[src/rtl/sumador_monedas_display_if.sv]
// Bus between the coin/credit controller and the vending-machine host:
// raw requests in, credit/change/status and the four display digits out.
interface sumador_monedas_display_if;
    logic [3:0]  moneda;
    logic        compra;
    logic        cancelar;
    logic [13:0] precio;
    logic [13:0] credito;
    logic        dispensar;
    logic [13:0] vuelto;
    logic        vuelto_valido;
    logic        rechazo;
    logic        insuficiente;
    logic        conv_busy;
    logic [6:0]  Segmentos0_Suma;
    logic [6:0]  Segmentos1_Suma;
    logic [6:0]  Segmentos2_Suma;
    logic [6:0]  Segmentos3_Suma;

    modport master (
        output moneda, compra, cancelar, precio,
        input  credito, dispensar, vuelto, vuelto_valido, rechazo, insuficiente,
        input  conv_busy, Segmentos0_Suma, Segmentos1_Suma, Segmentos2_Suma, Segmentos3_Suma
    );

    modport slave (
        input  moneda, compra, cancelar, precio,
        output credito, dispensar, vuelto, vuelto_valido, rechazo, insuficiente,
        output conv_busy, Segmentos0_Suma, Segmentos1_Suma, Segmentos2_Suma, Segmentos3_Suma
    );
endinterface

[src/rtl/sumador_monedas_display.sv]
// Coin-credit accumulator with purchase/cancel resolution and a sequential
// double-dabble conversion feeding four active-low 7-segment digits.
module sumador_monedas_display #(
    parameter int VAL_M0      = 25,
    parameter int VAL_M1      = 50,
    parameter int VAL_M2      = 100,
    parameter int VAL_M3      = 500,
    parameter int MAX_CREDITO = 9975,
    parameter bit BLANK_CEROS = 1'b1
) (
    input logic clk,
    input logic rst_n,
    sumador_monedas_display_if.slave bus
);

    localparam logic [13:0] VAL0      = 14'(VAL_M0);
    localparam logic [13:0] VAL1      = 14'(VAL_M1);
    localparam logic [13:0] VAL2      = 14'(VAL_M2);
    localparam logic [13:0] VAL3      = 14'(VAL_M3);
    localparam logic [14:0] MAX15     = 15'(MAX_CREDITO);
    localparam logic [6:0]  SEG_BLANK = 7'b1111111;
    localparam logic [6:0]  SEG_CERO  = 7'b0000001;
    localparam logic [6:0]  SEG_ALTO_RESET = BLANK_CEROS ? SEG_BLANK : SEG_CERO;

    typedef enum logic [1:0] {IDLE, CARGA, DESPLAZA, ACTUALIZA} estado_t;

    // Bit layout of the request vectors: [3:0] moneda, [4] compra, [5] cancelar.
    logic [5:0]  sync1_q, sync2_q, prev_q;
    logic [5:0]  evento;

    logic [13:0] credito_q, credito_d;
    logic [13:0] vuelto_q, vuelto_d;
    logic        dispensar_q, dispensar_d;
    logic        vv_q, vv_d;
    logic        rechazo_q, rechazo_d;
    logic        insuf_q, insuf_d;

    logic [13:0] valMoneda;
    logic        varias;
    logic [14:0] suma;

    estado_t     estado_q;
    logic [13:0] bin_q;
    logic [15:0] bcd_q;
    logic [15:0] bcdAjustado;
    logic [3:0]  cuenta_q;
    logic        busy_q;
    logic [6:0]  seg0_q, seg1_q, seg2_q, seg3_q;
    logic        cambio;
    logic [3:0]  dig0, dig1, dig2, dig3;
    logic        blank1, blank2, blank3;

    always_ff @(posedge clk or negedge rst_n) begin
        if (!rst_n) begin
            sync1_q <= '0;
            sync2_q <= '0;
            prev_q  <= '0;
        end else begin
            sync1_q <= {bus.cancelar, bus.compra, bus.moneda};
            sync2_q <= sync1_q;
            prev_q  <= sync2_q;
        end
    end

    assign evento = sync2_q & ~prev_q;

    // Only the most valuable of simultaneous coins is credited.
    always_comb begin
        valMoneda = '0;
        varias    = 1'b0;
        casez (evento[3:0])
            4'b1???: begin valMoneda = VAL3; varias = |evento[2:0]; end
            4'b01??: begin valMoneda = VAL2; varias = |evento[1:0]; end
            4'b001?: begin valMoneda = VAL1; varias = evento[0];    end
            4'b0001: begin valMoneda = VAL0; varias = 1'b0;         end
            default: begin valMoneda = '0;   varias = 1'b0;         end
        endcase
    end

    assign suma = {1'b0, credito_q} + {1'b0, valMoneda};

    always_comb begin
        credito_d   = credito_q;
        vuelto_d    = vuelto_q;
        dispensar_d = 1'b0;
        vv_d        = 1'b0;
        rechazo_d   = 1'b0;
        insuf_d     = 1'b0;
        if (evento[5]) begin
            vuelto_d  = credito_q;
            vv_d      = 1'b1;
            credito_d = '0;
            rechazo_d = |evento[3:0];
        end else if (evento[4]) begin
            if (credito_q >= bus.precio) begin
                dispensar_d = 1'b1;
                vv_d        = 1'b1;
                vuelto_d    = credito_q - bus.precio;
                credito_d   = '0;
            end else begin
                insuf_d = 1'b1;
            end
            rechazo_d = |evento[3:0];
        end else if (|evento[3:0]) begin
            rechazo_d = varias;
            if (suma <= MAX15) begin
                credito_d = suma[13:0];
            end else begin
                rechazo_d = 1'b1;
            end
        end
    end

    always_ff @(posedge clk or negedge rst_n) begin
        if (!rst_n) begin
            credito_q   <= '0;
            vuelto_q    <= '0;
            dispensar_q <= 1'b0;
            vv_q        <= 1'b0;
            rechazo_q   <= 1'b0;
            insuf_q     <= 1'b0;
        end else begin
            credito_q   <= credito_d;
            vuelto_q    <= vuelto_d;
            dispensar_q <= dispensar_d;
            vv_q        <= vv_d;
            rechazo_q   <= rechazo_d;
            insuf_q     <= insuf_d;
        end
    end

    assign cambio = (credito_d != credito_q);

    always_comb begin
        bcdAjustado = bcd_q;
        for (int i = 0; i < 4; i++) begin
            if (bcd_q[i*4 +: 4] >= 4'd5) begin
                bcdAjustado[i*4 +: 4] = bcd_q[i*4 +: 4] + 4'd3;
            end
        end
    end

    assign dig0   = bcd_q[3:0];
    assign dig1   = bcd_q[7:4];
    assign dig2   = bcd_q[11:8];
    assign dig3   = bcd_q[15:12];
    assign blank3 = BLANK_CEROS && (dig3 == 4'd0);
    assign blank2 = blank3 && (dig2 == 4'd0);
    assign blank1 = blank2 && (dig1 == 4'd0);

    function automatic logic [6:0] codigo7(input logic [3:0] d);
        case (d)
            4'd0:    codigo7 = 7'b0000001;
            4'd1:    codigo7 = 7'b1001111;
            4'd2:    codigo7 = 7'b0010010;
            4'd3:    codigo7 = 7'b0000110;
            4'd4:    codigo7 = 7'b1001100;
            4'd5:    codigo7 = 7'b0100100;
            4'd6:    codigo7 = 7'b0100000;
            4'd7:    codigo7 = 7'b0001111;
            4'd8:    codigo7 = 7'b0000000;
            4'd9:    codigo7 = 7'b0000100;
            default: codigo7 = SEG_BLANK;
        endcase
    endfunction

    // A credit change always wins: any conversion in flight is dropped and the
    // old digits stay up until a clean conversion of the newest value finishes.
    always_ff @(posedge clk or negedge rst_n) begin
        if (!rst_n) begin
            estado_q <= IDLE;
            bin_q    <= '0;
            bcd_q    <= '0;
            cuenta_q <= '0;
            busy_q   <= 1'b0;
            seg0_q   <= SEG_CERO;
            seg1_q   <= SEG_ALTO_RESET;
            seg2_q   <= SEG_ALTO_RESET;
            seg3_q   <= SEG_ALTO_RESET;
        end else if (cambio) begin
            estado_q <= CARGA;
        end else begin
            case (estado_q)
                IDLE: begin
                    busy_q <= 1'b0;
                end
                CARGA: begin
                    bin_q    <= credito_q;
                    bcd_q    <= '0;
                    cuenta_q <= '0;
                    busy_q   <= 1'b1;
                    estado_q <= DESPLAZA;
                end
                DESPLAZA: begin
                    {bcd_q, bin_q} <= {bcdAjustado[14:0], bin_q, 1'b0};
                    cuenta_q       <= cuenta_q + 4'd1;
                    if (cuenta_q == 4'd13) begin
                        estado_q <= ACTUALIZA;
                    end
                end
                ACTUALIZA: begin
                    seg0_q   <= codigo7(dig0);
                    seg1_q   <= blank1 ? SEG_BLANK : codigo7(dig1);
                    seg2_q   <= blank2 ? SEG_BLANK : codigo7(dig2);
                    seg3_q   <= blank3 ? SEG_BLANK : codigo7(dig3);
                    estado_q <= IDLE;
                end
                default: begin
                    estado_q <= IDLE;
                end
            endcase
        end
    end

    assign bus.credito         = credito_q;
    assign bus.dispensar       = dispensar_q;
    assign bus.vuelto          = vuelto_q;
    assign bus.vuelto_valido   = vv_q;
    assign bus.rechazo         = rechazo_q;
    assign bus.insuficiente    = insuf_q;
    assign bus.conv_busy       = busy_q;
    assign bus.Segmentos0_Suma = seg0_q;
    assign bus.Segmentos1_Suma = seg1_q;
    assign bus.Segmentos2_Suma = seg2_q;
    assign bus.Segmentos3_Suma = seg3_q;

endmodule

[src/flat_wrapper.sv]
// flat-port wrapper written by rule: the top's interface ports become plain ports
module sumador_monedas_display_flat 
#(
    parameter int VAL_M0      = 25,
    parameter int VAL_M1      = 50,
    parameter int VAL_M2      = 100,
    parameter int VAL_M3      = 500,
    parameter int MAX_CREDITO = 9975,
    parameter bit BLANK_CEROS = 1'b1
)
  (clk, rst_n, bus_moneda, bus_compra, bus_cancelar, bus_precio, bus_credito, bus_dispensar, bus_vuelto, bus_vuelto_valido, bus_rechazo, bus_insuficiente, bus_conv_busy, bus_Segmentos0_Suma, bus_Segmentos1_Suma, bus_Segmentos2_Suma, bus_Segmentos3_Suma);
  sumador_monedas_display_if bus_i ();
  input logic clk;
  input logic rst_n;
  input wire logic [$bits(bus_i.moneda)-1:0] bus_moneda;
  input wire logic [$bits(bus_i.compra)-1:0] bus_compra;
  input wire logic [$bits(bus_i.cancelar)-1:0] bus_cancelar;
  input wire logic [$bits(bus_i.precio)-1:0] bus_precio;
  output wire logic [$bits(bus_i.credito)-1:0] bus_credito;
  output wire logic [$bits(bus_i.dispensar)-1:0] bus_dispensar;
  output wire logic [$bits(bus_i.vuelto)-1:0] bus_vuelto;
  output wire logic [$bits(bus_i.vuelto_valido)-1:0] bus_vuelto_valido;
  output wire logic [$bits(bus_i.rechazo)-1:0] bus_rechazo;
  output wire logic [$bits(bus_i.insuficiente)-1:0] bus_insuficiente;
  output wire logic [$bits(bus_i.conv_busy)-1:0] bus_conv_busy;
  output wire logic [$bits(bus_i.Segmentos0_Suma)-1:0] bus_Segmentos0_Suma;
  output wire logic [$bits(bus_i.Segmentos1_Suma)-1:0] bus_Segmentos1_Suma;
  output wire logic [$bits(bus_i.Segmentos2_Suma)-1:0] bus_Segmentos2_Suma;
  output wire logic [$bits(bus_i.Segmentos3_Suma)-1:0] bus_Segmentos3_Suma;
  assign bus_i.moneda = bus_moneda;
  assign bus_i.compra = bus_compra;
  assign bus_i.cancelar = bus_cancelar;
  assign bus_i.precio = bus_precio;
  assign bus_credito = bus_i.credito;
  assign bus_dispensar = bus_i.dispensar;
  assign bus_vuelto = bus_i.vuelto;
  assign bus_vuelto_valido = bus_i.vuelto_valido;
  assign bus_rechazo = bus_i.rechazo;
  assign bus_insuficiente = bus_i.insuficiente;
  assign bus_conv_busy = bus_i.conv_busy;
  assign bus_Segmentos0_Suma = bus_i.Segmentos0_Suma;
  assign bus_Segmentos1_Suma = bus_i.Segmentos1_Suma;
  assign bus_Segmentos2_Suma = bus_i.Segmentos2_Suma;
  assign bus_Segmentos3_Suma = bus_i.Segmentos3_Suma;
  sumador_monedas_display #(.VAL_M0(VAL_M0), .VAL_M1(VAL_M1), .VAL_M2(VAL_M2), .VAL_M3(VAL_M3), .MAX_CREDITO(MAX_CREDITO), .BLANK_CEROS(BLANK_CEROS)) u_core (.clk(clk), .rst_n(rst_n), .bus(bus_i));
endmodule
[config.mk]
export PLATFORM = sky130hd
export DESIGN_NAME = sumador_monedas_display_flat
export DESIGN_NICKNAME = d
export VERILOG_FILES = /design/src/rtl/sumador_monedas_display_if.sv /design/src/rtl/sumador_monedas_display.sv /design/src/flat_wrapper.sv
export SDC_FILE = /design/constraint.sdc
export NUM_CORES = 1
export LEC_CHECK = 0
export ABC_AREA = 1
export BUFFER_PORTS_ARGS = -buffer_cell sky130_fd_sc_hd__buf_2
export CAP_MARGIN = 20
export CORE_MARGIN = 4
export CORE_UTILIZATION = 60
export CTS_CLUSTER_DIAMETER = 100
export DETAILED_ROUTE_END_ITERATION = 8
export GPL_TIMING_DRIVEN = 0
export PLACE_DENSITY = 0.77
export RECOVER_POWER = 50
export SLEW_MARGIN = 20
export SYNTH_ARGS = -nofsm -noshare
export SYNTH_HDL_FRONTEND = slang
export SYNTH_SLANG_ARGS = --single-unit
[constraint.sdc]
create_clock -name clk -period 4.3 [get_ports clk]
set_input_delay 0.86 -clock clk [delete_from_list [all_inputs] [get_ports clk]]
set_output_delay 0.86 -clock clk [all_outputs]
set_load 0.02 [all_outputs]
# Yosys cells after proc, flatten, opt, wreduce, memory -nomap -nowiden

Memories as Yosys holds them, arrays and structs flattened. A register that Yosys moved wholly into a read port is not among the register bits.
Index checks and enable logic that the tools add are counted.

Bits in read-only memories: 448
Bits in registers: 108
Memories kept: 4
Bits of input ports: 22
Output and inout bits: 61

Muxes and demuxes: 35
Bitwise gates (word level): 3
Reduce and logical (&&, ||, !) cells: 20
Order comparisons: 6
Eq/ne operators: 9
Add/sub/neg operators: 7

Memory list:

| memory          | depth | width | rd ports | clocked after memory_dff | write ports | line                           | source |
|---|---|---|---|---|---|---|---|
| (no name shown) | 16    | 7     | 1        | 1                        | 0           | sumador_monedas_display.sv:152 | `case (d)` |
| (no name shown) | 16    | 7     | 1        | 0                        | 0           | sumador_monedas_display.sv:152 |  |
| (no name shown) | 16    | 7     | 1        | 0                        | 0           | sumador_monedas_display.sv:152 |  |
| (no name shown) | 16    | 7     | 1        | 0                        | 0           | sumador_monedas_display.sv:152 |  |

Operators by type and width:

| operator                                                                           | number |
|---|---|
| 14-bit 2-to-1 mux                                                                  | 8 |
| 9-bit case mux with 4 select lines                                                 | 1 |
| 16-bit case mux with 2 select lines                                                | 1 |
| 14-bit case mux with 2 select lines                                                | 1 |
| 7-bit 2-to-1 mux                                                                   | 3 |
| 4-bit by 3-bit >= comparator with 1-bit output, second input constant              | 4 |
| 14-bit by 9-bit adder with 15-bit output                                           | 1 |
| 15-bit by 14-bit less-or-equal comparator with 1-bit output, second input constant | 1 |
| 14-bit >= comparator                                                               | 1 |
| 14-bit inequality test                                                             | 1 |
| 14-bit subtractor                                                                  | 1 |
| 4-bit by 2-bit adder with 4-bit output, second input constant                      | 3 |
| 4-bit logical NOT                                                                  | 3 |
| 4-bit 2-to-1 mux                                                                   | 3 |
| 1-bit 2-to-1 mux                                                                   | 11 |
| 2-bit AND reduction                                                                | 5 |
| 4-bit case mux with 2 select lines                                                 | 1 |
| 2-bit nonzero test                                                                 | 4 |
| 6-bit AND                                                                          | 1 |
| 6-bit inverter                                                                     | 1 |
| 2-bit case mux with 3 select lines                                                 | 1 |
| 4-bit by 1-bit adder with 4-bit output, second input constant                      | 1 |
| 2-bit by 1-bit equality test with 1-bit output, second input constant              | 2 |
| 2-bit equality test, second input constant                                         | 2 |
| other kinds (17)                                                                   | 19 |

# Depth between registers and ports, before layout

Word-level depth: 13
Mapped depth: 33
Mapped depth without buffers: 32

# Worst setup path after synthesis

OpenSTA, ideal clock, no wires.

Path type: input -> register
Start point: in bus_precio[7]
End point: reg u_core.seg0_q[1], in the netlist u_core.bus.Segmentos0_Suma[1]
Path slack: 673 ps
Cell stages on the path: 21
Setup time: 117 ps
Arrival time: 3,510 ps
Cell sequence: inv_1 ha_1 a21o_1 a21oi_1 o21ai_0 a21boi_1 o211ai_1 a31oi_1 nand2_1 nor2_1 nand2_1 buf_1 nand3_1 nand2_1 nor2_1 nand2_1 nor2_2 nand3_4 buf_6 nand2_1 nand2_1

Longest elaborated chain between the ends: 7

Ends and longest elaborated chain:

| what                          | line                           | source |
|---|---|---|
| start: declaration            | flat_wrapper.sv:18             | `input wire logic [$bits(bus_i.precio)-1:0] bus_precio;` |
| 14-bit >= comparator          | sumador_monedas_display.sv:95  | `if (credito_q >= bus.precio) begin` |
| 14-bit 2-to-1 mux             | sumador_monedas_display.sv:95  |  |
| 14-bit 2-to-1 mux             | sumador_monedas_display.sv:94  | `end else if (evento[4]) begin` |
| 14-bit 2-to-1 mux             | sumador_monedas_display.sv:89  | `if (evento[5]) begin` |
| 14-bit inequality test        | sumador_monedas_display.sv:132 | `assign cambio = (credito_d != credito_q);` |
| 1-bit inverter (no line)      | -                              |  |
| 2-bit AND reduction (no line) | -                              |  |
| end: declaration              | sumador_monedas_display.sv:48  | `logic [6:0] seg0_q, seg1_q, seg2_q, seg3_q;` |

No other way between the ends.
A chain may end at the register's enable or synchronous reset.

# Final worst setup path

Start point: reg u_core.prev_q[0]
End point: reg u_core.seg0_q[5], in the netlist u_core.bus.Segmentos0_Suma[5]

Longest elaborated chain between the ends: 13
Elaborated cells between the ends (all ways): 14

Ends and longest elaborated chain:

| what                                                        | line                           | source |
|---|---|---|
| start: declaration                                          | sumador_monedas_display.sv:28  | `logic [5:0] sync1_q, sync2_q, prev_q;` |
| start signal: assignment                                    | sumador_monedas_display.sv:61  | `prev_q <= sync2_q;` |
| 6-bit inverter (*)                                          | sumador_monedas_display.sv:65  | `assign evento = sync2_q & ~prev_q;` |
| 6-bit AND (*)                                               | sumador_monedas_display.sv:65  |  |
| 4-bit by 1-bit equality test with 1-bit output              | sumador_monedas_display.sv:71  | `casez (evento[3:0])` |
| 9-bit case mux with 4 select lines                          | sumador_monedas_display.sv:71  |  |
| 14-bit by 9-bit adder with 15-bit output                    | sumador_monedas_display.sv:80  | `assign suma = {1'b0, credito_q} + {1'b0, valMoneda};` |
| 15-bit by 14-bit less-or-equal comparator with 1-bit output | sumador_monedas_display.sv:106 | `if (suma <= MAX15) begin` |
| 14-bit 2-to-1 mux                                           | sumador_monedas_display.sv:106 |  |
| 14-bit 2-to-1 mux (*)                                       | sumador_monedas_display.sv:104 | `end else if (\|evento[3:0]) begin` |
| 14-bit 2-to-1 mux (*)                                       | sumador_monedas_display.sv:94  |  |
| 14-bit 2-to-1 mux (*)                                       | sumador_monedas_display.sv:89  |  |
| 14-bit inequality test (*)                                  | sumador_monedas_display.sv:132 |  |
| 1-bit inverter (no line) (*)                                | -                              |  |
| 2-bit AND reduction (no line) (*)                           | -                              |  |

Mark *: on every way between the ends. The rest lies on a longest branch, timed or not.

==> out/metrics.cfg <==
[synthesis]
synth_top_area_share_pct=30.5
synth_cell_type_count=45
ys_seq_area_share_pct=38.1
syn_avg_cell_area_um2=7.41
async_flop_share_pct=100
syn_nets=1101
syn_inst=1030
synth-seq-cells=115
synthTopCellsByArea=dfrtp_1 30%, nand2_1 15%, ha_1 7.7%
yosysTopAreaCell=dfrtp_1
yosysWarnings=0
synthFlopType=dfrtp_1
synth_edf_count=0
syn_area_um2=7630

[global_route]
grt-ovfl-total=0
antenna_found_initial=0
grt_pass1_vias=6806
grt_max_degree=69
grtUsageTotal_pct=30.1
grt_first_pass_wirelength_um=34700

[floorplan]
design.die.area_um2=14600
ioPinCount=83
rows=40
core_area_um2=12200
die_w_um=121
die_y_um=121
start_util_pct=62.5

[place]
dpl.hpwl_um=15000
place_inst=1281
placedInstanceArea_um2=8290
numPortBuffers=82
routabilityCongestion=1.04

[clocking]
cts_sinks=115
cts_buffers=17
cts_root_buf=clkbuf_16
cts_max_level=4
hold_buffers=0
clock_latency_ns=0.43
cts_buffer_depth=2
cts.clk_slew.worst_paths_ns=0.05
cts_tree=done

[worst_hold_path]
hold_depth=0
whs_endpoint=u_core.sync2_q[1]
hp-class=reg2reg
worstHoldStart=u_core.sync1_q[1]

[setup_path]
r2r_start=u_core.prev_q[0]
ff2ff_setup_slack_ns=0.20
cp_max_fo=10
crit_slowest_cell=dfrtp_1
path_class=reg2reg
cpPeakStageDelay_ns=0.40
worst_ep_arrival_time_ns=4.41
required_ns=4.61
start_kind=flip-flop
critical-path-top-cell-by-count=nand2_1
r2r-end=u_core.bus.Segmentos0_Suma[5]
ff2ff_path_depth=31
end_kind=flip-flop

[route]
vias_per_cell=5.62
drt_iter0_drc=907
wl_um=21200
wl_per_cell_um=15.9
drc=0
dr.pass1.iters=7
ant_nets=0
dr_total_vias=7463

[timing]
period_share_pct=95.4
hold_ws_ns=0.355
clock.fmax_ghz=0.244
fin_tns_setup_ns=0
fin_skew_ns=0.00965
tightest_slew_ns=2.70
drv_slew=48
relSlewSlack_pct=-80.1
finalSetupViolCount=0
finalHoldViolCount=0
fin_crit_ns=4.10

[final_layout]
final_area_um2=9140
final_cell_mix=310 x nand2_1, 121 x inv_1, 108 x nand3_1
area_growth_pct=19.7
finalNonFillerCells=1329
post-route-util_pct=74.8
final_common_cell=nand2_1
nNetsFinal=1219
diodes=0
drive_gt1_share_pct=18.3

[flow_run]
drv_cap=1

[pwr]
p_leak_uw=0.00491
power_density_nw_per_um2=558
ir_drop_uv=369

[outcome]
status=finished, violations left
violations=capacitance limit, slew limit

[cells by family after synthesis]
logic type               Yosys count  synth area share [%]
AND/OR/NAND/NOR                  552                  32.1
multiplexers                       1                 0.131
buffers and inverters            165                  9.56
flip-flops                       115                  38.1
XOR/XNOR                          17                  1.95
adder cells (fa/ha/maj)           49                  8.23
AO/OA/AOI/OAI                    131                  9.99
[critical path: cells and delay by family, from the launching register on]
family          cells  cell delay (ns)
flops               1             0.40
simple gates       27             2.69
buf+inv             2             0.38
compound gates      1             0.13
fa+ha+maj           1             0.39
[where the power goes]
group / leakage (uW) / internal (uW) / switching, uW
clock network: 0.000310 / 1050 / 504
logic: 0.00319 / 690 / 1340
registers: 0.00141 / 1290 / 216
total: 0.00491 / 3040 / 2060
[Yosys cell counts, types with 2 or more instances]
| cell | instances |
|---|---|
| nand2_1 | 314 |
| inv_1 | 122 |
| nand3_1 | 111 |
| dfrtp_1 | 93 |
| nor2_1 | 57 |
| o21ai_0 | 57 |
| ha_1 | 47 |
| a21oi_1 | 35 |
| nand4_1 | 30 |
| dfstp_2 | 22 |
| clkbuf_1 | 14 |
| buf_6 | 13 |
| nand2_2 | 13 |
| o211ai_1 | 11 |
| xor2_1 | 11 |
| buf_2 | 10 |
| nor3_1 | 9 |
| o221ai_1 | 9 |
| xnor2_1 | 6 |
| inv_2 | 4 |
| nand3b_1 | 4 |
| nor2_2 | 4 |
| a211oi_1 | 3 |
| nand3_4 | 3 |
| a21boi_0 | 2 |
| a21o_1 | 2 |
| a31oi_1 | 2 |
| fa_1 | 2 |
| nor2_4 | 2 |
| o21bai_1 | 2 |
| or2_2 | 2 |
[final cells by class]
cell class	count	area, um^2
multi-input cells	750	4070
well taps	168	210
inverters	127	477
fillers	992	3080
clock inverters	10	180
flip-flops and latches	115	2910
plain buffers	38	262
repair buffers	99	566
clock buffers	22	464
[through the flow]
step	setup slack (ns)	power, uW
3_3_place_gp	-0.0972	3360
6_report	0.199	5100
2_1_floorplan	0.673	2820
5_1_grt	-0.0175	5390
3_5_place_dp	-0.0793	3390
4_1_cts	0.00803	4980
[routing by layer]
metal  track usage [%]  routed length (um)  part of all wire [%]  vias up
met5                 0                   0                     0        -
met4              8.92                 421                   2.0        0
met3              6.41                1740                   8.2       44
met2              45.5                9460                    45      319
met1              43.7                9540                    45     3492
li1                  -                   -                     -     3608
[worst max-delay path by stage]
stage                                               end  depth (start not counted)               from  slack [ns]
after CTS                              u_core.bin_q[12]                         31  u_core.sync2_q[3]       0.008
after global routing                    u_core.bcd_q[3]                         31  u_core.sync2_q[1]       -0.02
final                     u_core.bus.Segmentos0_Suma[5]                         31   u_core.prev_q[0]        0.20
after detailed placement  u_core.bus.Segmentos0_Suma[4]                         22      bus_precio[7]       -0.08
after floorplan           u_core.bus.Segmentos0_Suma[1]                         21      bus_precio[7]        0.67
after global placement    u_core.bus.Segmentos0_Suma[5]                         22      bus_precio[7]        -0.1
[registers in the layout (all words and copies together), names as in the netlist, 2 cells and up]
register                    flops
u_core.sync2_q                  6
u_core.cuenta_q                 4
u_core.prev_q                   6
u_core.bus.Segmentos1_Suma      7
u_core.bus.Segmentos3_Suma      7
u_core.bcd_q                   16
u_core.sync1_q                  6
u_core.bus.Segmentos2_Suma      7
u_core.estado_q                 2
u_core.bus.Segmentos0_Suma      7
u_core.bus.vuelto              14
u_core.bin_q                   14
u_core.bus.credito             14
[timing repair]
item / in CTS / in global routing
gates cloned: 0 / 1
buffers inserted: 0 / 15
pin swaps: 0 / 13
endpoints found under the setup margin: 44 / 64
resized for setup: 1 / 24
Note: power is estimated with default switching activity, not from simulation.
